<file path="config.mk">
export PLATFORM = sky130hd
export DESIGN_NAME = punct_conv_encoder
export DESIGN_NICKNAME = d
export VERILOG_FILES = /design/src/rtl/punct_conv_encoder.sv
export SDC_FILE = /design/constraint.sdc
export NUM_CORES = 1
export LEC_CHECK = 0
export BUFFER_PORTS_ARGS = -buffer_cell sky130_fd_sc_hd__buf_4
export CAP_MARGIN = 20
export CORE_AREA = 10 10 47 49
export DETAILED_ROUTE_END_ITERATION = 8
export DIE_AREA = 0 0 57 59
export GPL_ROUTABILITY_DRIVEN = 1
export PLACE_DENSITY = 0.62
export SYNTH_ARGS = -nofsm -noshare
export SYNTH_HDL_FRONTEND = slang
export SYNTH_SLANG_ARGS = --single-unit
</file>
<file path="constraint.sdc">
create_clock -name clk -period 3.4 [get_ports clk]
set_input_delay 0 -clock clk [delete_from_list [all_inputs] [get_ports clk]]
set_output_delay 0 -clock clk [all_outputs]
set_load 0.005 [all_outputs]
</file>
<file path="src/rtl/punct_conv_encoder.sv">
// Rate-1/2 convolutional encoder with optional 2/3 and 3/4 puncturing and a 2-entry output holding register.
// Puncturing is compiled in only when PCE_PUNCTURE_EN is defined; otherwise every input yields A then B.
module punct_conv_encoder #(
  parameter int           K  = 7,
  parameter logic [K-1:0] G0 = 7'o133,
  parameter logic [K-1:0] G1 = 7'o171
) (
  input  logic       clk,
  input  logic       reset,
  input  logic       start,
  input  logic [1:0] rate_sel,
  input  logic       in_valid,
  input  logic       in_bit,
  output logic       in_ready,
  output logic       out_valid,
  output logic       out_bit,
  input  logic       out_ready,
  output logic       busy
);

  logic [K-2:0] sr_reg;
  logic [1:0]   count_reg;
  logic         head_reg;
  logic         tail_reg;
  logic [K-1:0] window;
  logic         bit_a;
  logic         bit_b;
  logic [1:0]   keep_n;
  logic         keep_first;
  logic         keep_second;
  logic         accept;
  logic         pop;

  // Current bit is the MSB of the window; sr MSB is the most recent past input.
  assign window = {in_bit, sr_reg};
  assign bit_a  = ^(window & G0);
  assign bit_b  = ^(window & G1);

  // A new group may only load once the register will be empty after this cycle.
  assign in_ready  = !start && (count_reg == 2'd0 || (count_reg == 2'd1 && out_ready));
  assign accept    = in_valid && in_ready;
  assign out_valid = (count_reg != 2'd0);
  assign pop       = out_valid && out_ready;
  assign out_bit   = head_reg;
  assign busy      = out_valid;

`ifdef PCE_PUNCTURE_EN
  logic [1:0] rate_reg;
  logic [1:0] phase_reg;
  logic [1:0] phase_last;

  always_comb begin
    phase_last  = 2'd0;
    keep_n      = 2'd2;
    keep_first  = bit_a;
    keep_second = bit_b;
    case (rate_reg)
      2'b01:   phase_last = 2'd1;
      2'b10:   phase_last = 2'd2;
      default: phase_last = 2'd0;
    endcase
    if (phase_reg == 2'd1) begin
      keep_n     = 2'd1;
      keep_first = bit_a;
    end else if (phase_reg == 2'd2) begin
      keep_n     = 2'd1;
      keep_first = bit_b;
    end
  end

  always_ff @(posedge clk) begin
    if (!reset) begin
      rate_reg  <= 2'b00;
      phase_reg <= 2'd0;
    end else if (start) begin
      rate_reg  <= rate_sel;
      phase_reg <= 2'd0;
    end else if (accept) begin
      phase_reg <= (phase_reg == phase_last) ? 2'd0 : phase_reg + 2'd1;
    end
  end
`else
  logic unused_rate_sel;

  assign unused_rate_sel = ^rate_sel;
  assign keep_n          = 2'd2;
  assign keep_first      = bit_a;
  assign keep_second     = bit_b;
`endif

  always_ff @(posedge clk) begin
    if (!reset) begin
      sr_reg    <= '0;
      count_reg <= 2'd0;
      head_reg  <= 1'b0;
      tail_reg  <= 1'b0;
    end else if (start) begin
      sr_reg    <= '0;
      count_reg <= 2'd0;
      head_reg  <= 1'b0;
      tail_reg  <= 1'b0;
    end else if (accept) begin
      // Any pending bit is popped this same cycle, so the new group overwrites the register.
      sr_reg    <= {in_bit, sr_reg[K-2:1]};
      count_reg <= keep_n;
      head_reg  <= keep_first;
      tail_reg  <= keep_second;
    end else if (pop) begin
      count_reg <= count_reg - 2'd1;
      head_reg  <= tail_reg;
    end
  end

endmodule

</file>
==> run summary <==
The run finished with clean final reports. The data required time of the critical path is 3.56 ns. The flip-flop count of the largest register, all copies and words added is 6.

The reg-to-reg endpoint is out_bit. The share of synthesized area in the top cell type comes to 0.3980. Setup repair after global routing left no endpoint under its margin. In the layout the commonest cells are 10 x dfxtp_1, 10 x buf_4, 8 x nor2_1, 8 x mux2i_1, 4 x inv_1. The worst register-to-register path begins at count_reg[0].

In the final layout, the share of cells above drive strength 1 is 0.2581. Headroom to the max-slew limit came out at 0.7420. In this run the power density over the cells is 366.7 nW/µm². The share of flip-flops with an asynchronous set or reset came out at 0. Wires add up to 813 µm. Clock latency on the worst-skew pair, taken at its later pin, is 0.26 ns.

The cell area after technology mapping came out at 503.0 µm². The number of global-route vias before repair is 323. The initial core utilization is 0.3589. TritonCTS built the clock tree.

The global routing usage summed across all routing layers came out at 0.05524. During synthesis, Yosys emitted a total of 0 warnings. The leakage power total came out at 0.2532 nW. The number of cells produced by synthesis came out at 51. The critical path in this run is classified as register to register. The detail route stage leaves a number of antenna-violating nets equal to 0.

Across the run, the number of max-cap violations was 0. The count of final setup violators is 0. 12 I/O pins were placed. The first global-routing pass estimated 1386 µm of wire.

The critical path's largest stage delay is 0.37 ns. The root buffer cell chosen for the clock tree is clkbuf_4. The clock sink count came out at 10. The count of buffers inserted at the top-level ports is 9.

The depth of the worst register-to-register path came out at 7. The post-detailed-route DRC marker count came out at 0. STA classifies the critical path endpoint as a register. In the finished design, the share of the clock period the worst path needs comes to 0.4970. The post-synthesis to final-layout area growth is 22.14%. The number of pins exceeding their max-slew limit in the final report came to 0. The number of DRC violations after detailed-routing iteration 0 came out at 0. The hold violation total from the final report came out at 0. For this run, the leading register cell type out of synthesis is dfxtp_1. No sink is reached through more buffers than the 2 on the longest clock path. The count of antenna diodes in the layout came out at 0. Timing would allow up to 591.7 MHz. The via count came out at 355. The die is 59 µm tall.

The via count normalized by instance count is 4.551. VDD sags by at most 0.0001845 V. The CTS clock-pin slew for the worst setup and hold paths came out at 0.06 ns.

The critical path starts at count_reg[0]. The number of optimization iterations in the first detailed-route pass came out at 1. Entering global routing, the biggest net connects 12 pins.

The critical path launch point type is a register. The setup TNS after final layout came out at 0 ns. Data on the critical path arrives at its endpoint at 1.85 ns. The minimum setup slack after placement is 1.680 ns.

In the post-synthesis netlist, the biggest area contributors are dfxtp_1 40%, mux2i_1 16%, nor2_1 6.0%, xor3_4 5.5%, xnor2_1 5.2%. The initial antenna violation count was 0. The floorplan step set the die width to 57 µm. The area of the die came out at 3363 µm². The final period demand of the worst path is 1.690 ns. Global routing finished with a remaining overflow of 0.

Dividing the detail-routed wire length by the instance count gives 10.42 µm. The critical path capture point is out_bit. In this run the core area contains 14 standard-cell rows. The post-synth net total came out at 61. The area of the placeable core is 1401 µm². The worst register-to-register path has a setup slack of 1.71 ns. On the critical path, the stage with the largest delay is an instance of dfxtp_1. Counting flops and latches in the post-synthesis netlist gives 10. CTS built an H-tree with a depth of 1. The setup skew after layout came out at 0.001981 ns.

Summed over all instances, the cell type with the most area after synthesis is dfxtp_1. Traced cell by cell, the critical path runs through inv_1 > ha_1 > a21oi_1 > nor3b_1 > buf_4 > and3_2 > a2111oi_2. The number of instances resized during post-cts repair came out at 0. The setup slack of the critical path after layout is 1.710 ns. The synthesized area per cell is 9.862 µm².

The actual transition at the worst max-transition pin came out at 0.3870 ns. The part of the Yosys area used for sequential elements is 0.3980. The number of enable-type register cells in the synthesized netlist is 0. The final RePlAce weighted congestion is 0.7067. For this run, the post-layout net count is 74. The type of the most critical hold path is input pin to register.

The critical-path maximum fanout is 11. The total CTS buffers is 3. The number of unique standard cell types used by synthesis is 20. For this run, the share of the core covered by cells in the final layout is 0.4384.

The wire-length estimate of the detail-placed layout is 628.4 µm.
==> worst max-delay path, delay by kind of cell (launching register included) <==
family / cells / cell delay, ns
compound gates: 2 / 0.48
fa+ha+maj: 1 / 0.22
buf+inv: 2 / 0.25
flops: 1 / 0.37
simple gates: 2 / 0.28
==> layer usage <==
layer  GRT usage  vias up  share of wire
li1            -      191              -
met1     0.04837      157           0.43
met2     0.08217        7           0.47
met3     0.05365        0           0.10
met4     0.03020        0              0
met5           0        -              0
==> where the power goes <==
part | internal, mW | total [mW] | switching (mW)
sequential | 0.119 | 0.120 | 0.000937
combinational | 0.0170 | 0.0299 | 0.0129
clock | 0.0406 | 0.0756 | 0.0350
==> cell usage after synthesis (2+ instances only) <==
library cell   n
xnor2_1        3
nor2_1         8
a21oi_1        2
ha_1           2
dfxtp_1       10
mux2i_1        8
inv_1          4
nor3b_1        2
==> area by class of cell <==
| class | count | area, µm² |
|---|---|---|
| Tap cell | 16 | 20.02 |
| Clock buffer | 3 | 22.52 |
| Fill cell | 136 | 787.0 |
| Sequential cell | 10 | 200.2 |
| Inverter | 4 | 15.01 |
| Multi-Input combinational cell | 34 | 271.5 |
| Timing Repair Buffer | 11 | 85.08 |
==> cells by family (layout without fill, tap and decap cells) <==
group / Yosys count / after routing / synth area share
compound gates: 4 / 4 / 0.05968
xor+xnor: 5 / 5 / 0.1244
mux: 8 / 8 / 0.1592
flops: 10 / 10 / 0.3980
simple gates: 15 / 15 / 0.1468
fa+ha+maj: 2 / 2 / 0.04974
buf+inv: 7 / 18 / 0.06217
==> worst min path at each step <==
stage / from / cells after the start / end
after detailed placement: start / 3 / in_ready
final: reset / 3 / tail_reg
after global placement: start / 3 / in_ready
after floorplan: start / 1 / in_ready
after global routing: reset / 3 / sr_reg[1]
after CTS: reset / 3 / sr_reg[1]
==> through the flow <==
stage	instances	hold WS (ns)	area [µm²]	power [mW]
after CTS	78	0.2221	614.3	0.2320
after global placement	74	0.2470	581.8	0.1517
after detailed placement	74	0.2501	581.8	0.1520
after floorplan	51	0.03110	503.0	0.1411
final	78	0.2232	614.3	0.2253
after global routing	78	0.2301	614.3	0.2428
==> what timing repair did <==
| item | in CTS | in global routing |
|---|---|---|
| buffers inserted | 0 | 0 |
| hold buffers | 1 | 0 |
| hold endpoints to repair | 1 | 0 |
Note: power is estimated with default switching activity, not from simulation.
